**config.mk**
```make
export PLATFORM = sky130hd
export DESIGN_NAME = ifetch_unit
export DESIGN_NICKNAME = d
export VERILOG_FILES = /design/src/rtl/ifetch_unit.sv
export SDC_FILE = /design/constraint.sdc
export NUM_CORES = 1
export LEC_CHECK = 0
export CAP_MARGIN = 20
export CORE_MARGIN = 2
export CORE_UTILIZATION = 48
export DETAILED_ROUTE_END_ITERATION = 16
export GPL_TIMING_DRIVEN = 0
export HOLD_SLACK_MARGIN = 0.02
export MAX_ROUTING_LAYER = met4
export PLACE_DENSITY = 0.95
export SLEW_MARGIN = 30
export SYNTH_ARGS = -nofsm -noshare
export SYNTH_HDL_FRONTEND = slang
export SYNTH_SLANG_ARGS = --single-unit
```
**constraint.sdc**
```tcl
create_clock -name i_clk -period 3.35 [get_ports i_clk]
set_input_delay 0.67 -clock i_clk [delete_from_list [all_inputs] [get_ports i_clk]]
set_output_delay 0.67 -clock i_clk [all_outputs]
set_load 0.01 [all_outputs]
```
**src/rtl/ifetch_unit.sv**
```systemverilog
// Instruction fetch stage: one outstanding req/gnt/rvalid read, result held for decode.
// Optional stall counter output o_stall_cnt is enabled by defining IFU_PERF_CNT_EN.
module ifetch_unit #(
  parameter int unsigned XLEN     = 32,
  parameter logic [XLEN-1:0] RST_INST = 32'h0000_0013,
  parameter int unsigned PERF_W   = 32
) (
  input  logic            i_clk,
  input  logic            i_rst_n,
  input  logic [XLEN-1:0] i_pc,
  input  logic            i_flush,
  output logic            o_pc_en,
  output logic            o_imem_req,
  output logic [XLEN-1:0] o_imem_addr,
  input  logic            i_imem_gnt,
  input  logic            i_imem_rvalid,
  input  logic [XLEN-1:0] i_imem_rdata,
  output logic            o_inst_valid,
  output logic [XLEN-1:0] o_inst,
  output logic [XLEN-1:0] o_inst_pc,
`ifdef IFU_PERF_CNT_EN
  output logic [PERF_W-1:0] o_stall_cnt,
`endif
  input  logic            i_id_ready
);

  localparam logic [1:0] S_IDLE = 2'd0;
  localparam logic [1:0] S_REQ  = 2'd1;
  localparam logic [1:0] S_WAIT = 2'd2;
  localparam logic [1:0] S_HOLD = 2'd3;

  logic [1:0]      state;
  logic [XLEN-1:0] req_pc;
  logic            discard;

  // Request and PC-advance strobes; pc_en is gated off in reset and IDLE
  always_comb begin
    o_imem_req  = (state == S_REQ) && !i_flush;
    o_imem_addr = {i_pc[XLEN-1:2], 2'b00};
    o_pc_en     = i_rst_n && (state != S_IDLE) &&
                  (((state == S_HOLD) && i_id_ready) || i_flush);
  end

  // Fetch FSM with held-instruction registers and stale-response discard
  always_ff @(posedge i_clk) begin
    if (!i_rst_n) begin
      state        <= S_IDLE;
      o_inst_valid <= 1'b0;
      o_inst       <= RST_INST;
      o_inst_pc    <= '0;
      req_pc       <= '0;
      discard      <= 1'b0;
    end else begin
      case (state)
        S_IDLE: state <= S_REQ;
        S_REQ: begin
          if (!i_flush && i_imem_gnt) begin
            req_pc <= i_pc;
            state  <= S_WAIT;
          end
        end
        S_WAIT: begin
          if (i_imem_rvalid) begin
            if (discard || i_flush) begin
              discard <= 1'b0;
              state   <= S_REQ;
            end else begin
              o_inst       <= i_imem_rdata;
              o_inst_pc    <= req_pc;
              o_inst_valid <= 1'b1;
              state        <= S_HOLD;
            end
          end else if (i_flush) begin
            discard <= 1'b1;
          end
        end
        S_HOLD: begin
          if (i_flush || i_id_ready) begin
            o_inst_valid <= 1'b0;
            state        <= S_REQ;
          end
        end
        default: state <= S_IDLE;
      endcase
    end
  end

`ifdef IFU_PERF_CNT_EN
  // Saturating count of active cycles without an instruction ready
  always_ff @(posedge i_clk) begin
    if (!i_rst_n) begin
      o_stall_cnt <= '0;
    end else if ((state != S_IDLE) && !o_inst_valid &&
                 (o_stall_cnt != {PERF_W{1'b1}})) begin
      o_stall_cnt <= o_stall_cnt + 1'b1;
    end
  end
`endif

endmodule

```
==> impl_metrics.toml <==
[outcome]
outcome = "complete, no violations"

[floorplanning]
die_area_mm2 = 0.0100
die_w_um = 100
fp-row-count = 35
dieHeight_um = 100
boundaryPins = 169
initial_utilization_pct = 48.6
core_mm2 = 0.00911

[layout]
final_net_count = 745
n_fill_cell = 676
diodes = 0
drive_above_1_share_pct = 19.3
finish.instance_area_mm2 = 0.00646
fin_util_pct = 70.9
areaGrowthSynthToFinish_pct = 45.9

[routing]
num_vias = 3833
wire_per_inst_um = 14.0
drtIter0Drc = 81
dr.pass1.iters = 5
drtAntennaViolNets = 0
drc_errors = 0
drt_wl_total_um = 11000
avgViaCountPerCell = 4.88

[clock_network]
cts-root-buf = "clkbuf_8"
clockBufferDepth = 2
post_cts_buffers = 0
clock-sinks = 100
cts_resized = 0
tritoncts = "built"
cts_buffers = 9
insertion_delay_ns = 0.35
cts_htree_levels = 3
hold_buffers = 0
clk_pin_slew_worst_paths_ns = 0.10

[synthesis]
synth_cells = 491
netlist_top_cells_count = "nand2_1, dfxtp_1, a21boi_2, buf_4, a21boi_1"
synth_area_leaders = "dfxtp_1, nand2_1, a21boi_2"
synth_top_area_cell = "dfxtp_1"
synth-edff-count = 0
syn_avg_cell_area_um2 = 9.01
yosysUniqueCellTypes = 30
synth.most_common_cell = "nand2_1"
ys.flop_type = "dfxtp_1"
netlist.area_leader.share_pct = 45.2
ys_ff_latch = 100
async_flop_share_pct = 0
yosys_warnings = 0
yosysSeqAreaShare_pct = 45.2
synth_area_mm2 = 0.00443

[job]
cap_violations = 0

[worst_setup_path]
r2r_slack_ns = 1.68
path_max_fanout = 10
cp-end-kind = "output port"
required_ns = 2.68
rr_worst_depth = 7
r2r_end = "o_inst_pc[23]"
crit_type = "in2out"
reg2reg_from = "state[0]"
endpoint = "o_pc_en"
startpoint = "i_rst_n"
arrival_ns = 2.31
start_kind = "input pin"

[timing]
finalHoldViolCount = 0
drv_slew = 0
rsz0062_at_grt = "no"
setup_viol = 0
period_share_pct = 89.1
clock_skew_ns = 0.0101
fmax_mhz = 335
finalCriticalPeriod_ns = 2.98
setup_tns_ns = 0

[power]
power.density_mw_per_mm2 = 385
power_frac_seq_pct = 49.8
ir_drop_mv = 0.259
power.switching_w = 0.000613
internal_power_w = 0.00188
netSwitchingFraction_pct = 24.6
power_leakage_nw = 2.28
clkPwrFrac_pct = 35.2
p_comb_share_pct = 15.0

[place]
io_buffers = 166
dp_hpwl_um = 8500
placed_area_mm2 = 0.00623
globalplace.congestion = 0.834

[global_route]
antenna_found_initial = 0
grt_pass1_vias = 3885
grt_remaining_overflow = 0
grt_pass1_wl_um = 17800
grtUsageTotal_pct = 22.7
grt_start_max_net_pins = 19

[hold_path]
hp-class = "reg2reg"
min_delay_path_depth = 2
==> kinds of logic after synthesis <==
kind of cell,count (synthesis),synth area share (%)
AOI/OAI and AO/OA,100,21.9
DFF,100,45.2
muxes,2,0.452
other,1,0.0847
and+or+nand+nor,215,19.4
buffers and inverters,67,11.3
adders and majority gates,6,1.70
==> cell type report <==
cell class                      instances  area, um2  share of cell area, %
Buffer                                 65        490                   7.60
Timing Repair Buffer                  166       1660                   25.7
Clock inverter                          7        104                   1.61
Tap cell                              111        139                   2.15
Sequential cell                       100       2000                   31.0
Inverter                                2       7.51                  0.116
Clock buffer                            9        124                   1.92
Multi-Input combinational cell        325       1930                   29.9
==> layout by cell type (no fill, tap or decap), drive strengths merged <==
cell,instances
a211oi,1
a21boi,93
a21oi,2
and3b,1
and4bb,1
buf,56
bufinv,2
clkbuf,18
clkdlybuf4s50,166
clkinv,1
conb,2
dfxtp,100
ha,6
inv,6
mux2i,2
nand2,197
nand2b,2
nand3,3
nand3b,1
nand4bb,1
nor2,2
nor2b,2
nor3,2
nor3b,3
o211ai,1
o21a,1
o2bb2ai,1
o32ai,1
==> layer usage <==
| metal | up-vias | part of all wire, % | global-route usage (%) |
|---|---|---|---|
| li1 | 1907 | - | - |
| met1 | 1783 | 40 | 26.1 |
| met2 | 120 | 53 | 40.9 |
| met3 | 23 | 4.3 | 2.72 |
| met4 | 0 | 2.4 | 8.11 |
| met5 | - | 0 | - |
==> per-stage QoR <==
step | hold WS, ns | total power (W) | setup WS (ns) | instances
3_5_place_dp | 0.447 | 0.00164 | 0.341 | 769
5_1_grt | 0.474 | 0.00259 | 0.276 | 785
2_1_floorplan | 0.435 | 0.00145 | 1.53 | 492
6_report | 0.455 | 0.00249 | 0.366 | 785
3_3_place_gp | 0.442 | 0.00163 | 0.369 | 769
4_1_cts | 0.454 | 0.00251 | 0.338 | 785
==> power by group through the flow <==
stage	clock (W)	sequential [W]	combinational (W)
3_5_place_dp	0	0.00127	0.000376
3_3_place_gp	0	0.00127	0.000364
2_1_floorplan	0	0.00127	0.000186
4_1_cts	0.000887	0.00124	0.000378
5_1_grt	0.000944	0.00125	0.000404
6_report	0.000875	0.00124	0.000373
==> worst max-delay path: stages <==
cell	delay, ns
clkdlybuf4s50_1	0.58
buf_2	0.27
nor3b_1	0.23
clkdlybuf4s50_1	0.57
==> worst min-delay path by stage <==
| stage | from | to | slack [ns] |
|---|---|---|---|
| 3_5_place_dp | req_pc[26] | req_pc[26] | 0.45 |
| 4_1_cts | req_pc[26] | o_inst_pc[26] | 0.45 |
| 2_1_floorplan | req_pc[10] | req_pc[10] | 0.44 |
| 3_3_place_gp | req_pc[19] | req_pc[19] | 0.44 |
| 6_report | req_pc[26] | o_inst_pc[26] | 0.46 |
| 5_1_grt | req_pc[26] | o_inst_pc[26] | 0.47 |
==> registers in the layout, indices dropped and copies added, names as in the netlist <==
name / count
o_inst_valid: 1
state: 2
discard: 1
o_inst: 32
req_pc: 32
o_inst_pc: 32
(Power assumes the default switching activity.)
